--- src/rtl/exc_seq.sv ---
// Multi-channel exception sequencer: latches IRQ edges, prioritises them against
// invalid-opcode traps, and pulses exc_take. Optional take counter under EXC_SEQ_CNT_EN.
module exc_seq #(
    parameter int N_IRQ     = 4,
    parameter int ESTATUS_W = 4
) (
    input  logic                 clk,
    input  logic                 reset,
    input  logic                 not_an_instr,
    input  logic                 eret,
    input  logic                 irq_en,
    input  logic [N_IRQ-1:0]     irq_req,
    output logic                 exc_take,
    output logic [ESTATUS_W-1:0] estatus,
    output logic [N_IRQ-1:0]     irq_ack,
    output logic [N_IRQ-1:0]     irq_pending,
    output logic                 in_handler,
    output logic                 fault
`ifdef EXC_SEQ_CNT_EN
    ,
    output logic [15:0]          exc_count
`endif
);

    typedef enum logic [1:0] {RUN, TAKE, HANDLER, FAULT} state_t;

    localparam logic [ESTATUS_W-1:0] CODE_NONE  = ESTATUS_W'(0);
    localparam logic [ESTATUS_W-1:0] CODE_INV   = ESTATUS_W'(2);
    localparam logic [ESTATUS_W-1:0] CODE_FAULT = ESTATUS_W'(15);

    state_t               state, state_nxt;
    logic [N_IRQ-1:0]     irq_prev;
    logic [N_IRQ-1:0]     pending;
    logic [ESTATUS_W-1:0] code, code_nxt;
    logic [N_IRQ-1:0]     ack_sel, ack_sel_nxt;
    logic [N_IRQ-1:0]     irq_low;
    logic [ESTATUS_W-1:0] irq_code;

    // Lowest-index pending bit wins: scan downward so lower indices overwrite.
    always_comb begin
        irq_low  = '0;
        irq_code = CODE_NONE;
        for (int i = N_IRQ - 1; i >= 0; i--) begin
            if (pending[i]) begin
                irq_low     = '0;
                irq_low[i]  = 1'b1;
                irq_code    = ESTATUS_W'(8 + i);
            end
        end
    end

    // NOTE: every always_comb output gets a default first so no path leaves it unassigned (no latch).
    always_comb begin
        state_nxt   = state;
        code_nxt    = code;
        ack_sel_nxt = ack_sel;
        unique case (state)
            RUN: begin
                if (not_an_instr) begin
                    state_nxt   = TAKE;
                    code_nxt    = CODE_INV;
                    ack_sel_nxt = '0;
                end else if (irq_en && (pending != '0)) begin
                    state_nxt   = TAKE;
                    code_nxt    = irq_code;
                    ack_sel_nxt = irq_low;
                end
            end
            TAKE:    state_nxt = HANDLER;
            HANDLER: begin
                if (not_an_instr) begin
                    state_nxt = FAULT;
                end else if (eret) begin
                    state_nxt = RUN;
                end
            end
            FAULT:   state_nxt = FAULT;
            default: state_nxt = RUN;
        endcase
    end

    // NOTE: sequential state uses non-blocking assignments so every register samples pre-edge values.
    always_ff @(posedge clk or negedge reset) begin
        if (!reset) begin
            state    <= RUN;
            irq_prev <= '0;
            pending  <= '0;
            code     <= CODE_NONE;
            ack_sel  <= '0;
        end else begin
            state    <= state_nxt;
            irq_prev <= irq_req;
            code     <= code_nxt;
            ack_sel  <= ack_sel_nxt;
            // A new edge in the same cycle as its acknowledge keeps the bit set.
            pending  <= (pending & ~irq_ack) | (irq_req & ~irq_prev);
        end
    end

    always_comb begin
        exc_take    = (state == TAKE);
        irq_ack     = (state == TAKE) ? ack_sel : '0;
        irq_pending = pending;
        in_handler  = (state == HANDLER) || (state == FAULT);
        fault       = (state == FAULT);
        unique case (state)
            TAKE, HANDLER: estatus = code;
            FAULT:         estatus = CODE_FAULT;
            default:       estatus = CODE_NONE;
        endcase
    end

`ifdef EXC_SEQ_CNT_EN
    always_ff @(posedge clk or negedge reset) begin
        if (!reset) begin
            exc_count <= '0;
        end else if (exc_take && (exc_count != 16'hFFFF)) begin
            exc_count <= exc_count + 16'd1;
        end
    end
`endif

endmodule

--- config.mk ---
export PLATFORM = sky130hd
export DESIGN_NAME = exc_seq
export DESIGN_NICKNAME = d
export VERILOG_FILES = /design/src/rtl/exc_seq.sv
export SDC_FILE = /design/constraint.sdc
export NUM_CORES = 1
export LEC_CHECK = 0
export ABC_AREA = 1
export CORE_MARGIN = 3
export CORE_UTILIZATION = 50
export CTS_BUF_LIST = sky130_fd_sc_hd__clkbuf_4 sky130_fd_sc_hd__clkbuf_8 sky130_fd_sc_hd__clkbuf_16
export CTS_CLUSTER_DIAMETER = 200
export DETAILED_ROUTE_END_ITERATION = 16
export HOLD_SLACK_MARGIN = 0.15
export PLACE_DENSITY = 0.93
export REMOVE_ABC_BUFFERS = 1
export SLEW_MARGIN = 20
export SYNTH_ARGS = -nofsm -noshare
export SYNTH_HDL_FRONTEND = slang
export SYNTH_SLANG_ARGS = --single-unit
export TNS_END_PERCENT = 10
--- constraint.sdc ---
create_clock -name clk -period 2.89 [get_ports clk]
set_input_delay 0.867 -clock clk [delete_from_list [all_inputs] [get_ports clk]]
set_output_delay 0.867 -clock clk [all_outputs]
set_load 0.1 [all_outputs]
==> impl_metrics.tcl <==
set metrics [dict create \
    async_reset_ff_frac 1.000 \
    ctsHoldBuffers 0 \
    vias_per_cell 5.138 \
    synth_seq_cells 17 \
    min_path_cells 1 \
    synth_area_leaders "dfrtp_1 49%, nand2_1 18%, inv_1 7.7%, ha_1 7.1%, nand2_2 2.9%" \
    worstSetupPathType "register to primary output" \
    synth_top_flop_cell "dfrtp_1" \
    status "finished, final reports clean" \
    overflow 0 \
    dp_hpwl_um 1493 \
    yosysTopAreaCellShare 0.4857 \
    io_pins 24 \
    r2r_end "ack_sel[3]" \
    cts_tree "yes" \
    clock-sinks 17 \
    cts-htree-levels 1 \
    setup_viol 0 \
    antenna_cells 0 \
    min_period_ps 2524 \
    critPathLaunchType "register" \
    nFillCells 97 \
    drc 0 \
    track_usage 0.2056 \
    hp-class "register to register" \
    placed_cells 148 \
    hold_viol 0 \
    routed_wl_um 1887 \
    fmax_mhz 396.1 \
    core-area_um2 1577 \
    num-nets-final 151 \
    finish.utilization 0.7587 \
    die_y_um 47.86 \
    tightest_slew_ps 747.2 \
    synthDistinctLibCells 16 \
    synth_most_common_cell "nand2_1" \
    ant_nets 0 \
    area_delta_synth_final_pct 36.57 \
    hold_start "irq_prev[1]" \
    yosys.area.top_type "dfrtp_1" \
    vias 781 \
    portBuffers 23 \
    drt_iter0_drc 8 \
    cts_resized 0 \
    max_slew_margin 0.5003 \
    cp.required_ps 2020 \
    die-area_um2 2290 \
    synth_commonest_cells "43 x nand2_1, 18 x inv_1, 17 x dfrtp_1" \
    grt_pass1_vias 753 \
    min_period_over_period 0.8735 \
    grt_max_degree 18 \
    fin_cells 152 \
    fin_skew_ps 6.993 \
    num_rows 14 \
    cts_root_buffer "clkbuf_4" \
    die_x_um 47.86 \
    syn-mean-instance-area_um2 7.962 \
    gp_congestion 0.7745 \
    rsz0062_at_grt "false" \
    yosysSeqAreaShare 0.4857 \
    hold_end "irq_pending[1]" \
    cp.arrival_ps 1660 \
    cap_violations 0 \
    r2r-start "state[1]" \
    first_pass_iters 4 \
    wl_per_cell_um 12.41 \
    synth_area_um2 875.8 \
    grt_pass1_wl_um 3208 \
    layout-drive-gt1-share 0.2059 \
    slew_viol_final 0 \
    cts_max_path_buffers 2 \
    antenna_found_initial 0 \
    cts.clk_slew.worst_paths_ps 100 \
    r2r_cells 8 \
    synth_warnings 0 \
    reg2reg_slack_ps 1510 \
    synth_edf_count 0 \
    critPathCaptureType "primary output" \
    post_cts_buffers 0 \
    clock_latency_ps 290 \
    cts_inserted_buffers 3 \
    path_max_fanout 5 \
    synth_cells 110 \
    initial_core_util 0.5556 \
]
## cells by family (layout without fill, tap and decap cells)
group	Yosys count	after routing	share of synthesized area
and+or+nand+nor	60	60	0.3014
buffers and inverters	20	46	0.08999
DFF	17	17	0.4857
AOI/OAI and AO/OA	8	8	0.05141
adders and majority gates	5	5	0.07143
## layer usage
layer	vias up	share of wire	track usage	wire length [µm]
li1	390	-	-	-
met3	7	0.051	0.03008	96
met1	359	0.41	0.2435	783
met4	0	0.029	0.1129	55
met2	25	0.50	0.3536	951
met5	-	0	0	0
## worst max-delay path, stage by stage, from the launching register on
cell     delay [ps]
dfrtp_1         420
inv_1           110
ha_1            320
nand2_1          70
a21oi_1         240
buf_12          210
## cell usage in the layout, fill, tap and decap left out
| cell | n |
|---|---|
| a21oi_1 | 3 |
| buf_12 | 7 |
| buf_4 | 8 |
| clkbuf_4 | 3 |
| clkdlybuf4s50_1 | 8 |
| clkinv_2 | 1 |
| dfrtp_1 | 17 |
| ha_1 | 5 |
| inv_1 | 18 |
| inv_2 | 1 |
| nand2_1 | 43 |
| nand2_2 | 4 |
| nand3_1 | 5 |
| nand4_1 | 3 |
| nor2_1 | 1 |
| nor2_2 | 2 |
| nor2_4 | 1 |
| o21ai_0 | 1 |
| o22ai_1 | 4 |
| or2_2 | 1 |
## worst max path at each step
stage,endpoint,depth (start not counted),startpoint,slack [ps]
after floorplan,estatus[0],3,state[0],-1730
after global placement,estatus[1],5,state[0],760
after detailed placement,estatus[0],5,state[0],690
after CTS,estatus[0],5,state[0],350
after global routing,estatus[0],5,state[1],240
final,estatus[0],5,state[1],370
## sequential cells by signal (all words and copies together), names as in the netlist
register / flops
ack_sel: 4
irq_pending: 4
irq_prev: 4
code: 3
state: 2
## cell type report
type	instances	area [µm²]	area share
clock buffer	3	22.52	0.01883
multi-input combinational	73	371.6	0.3107
tap	16	20.02	0.01674
inverter	19	71.32	0.05962
timing repair buffer	23	280.3	0.2343
sequential	17	425.4	0.3556
clock inverter	1	5.005	0.004184
## per-stage QoR
| step | worst slack (ps) | cell area [µm²] | setup TNS, ps | hold WS (ps) |
|---|---|---|---|---|
| floorplan | -1732 | 868.3 | -6031 | 418.6 |
| global placement | 758.9 | 1169 | 0 | 422.2 |
| detailed placement | 686.5 | 1169 | 0 | 431.1 |
| CTS | 354.8 | 1196 | 0 | 445.5 |
| global route | 237.9 | 1196 | 0 | 455.6 |
| finish | 365.6 | 1196 | 0 | 442.8 |
Power is not shown: default switching activity piles up to over one toggle a cycle in this logic, so the estimate is an artifact.
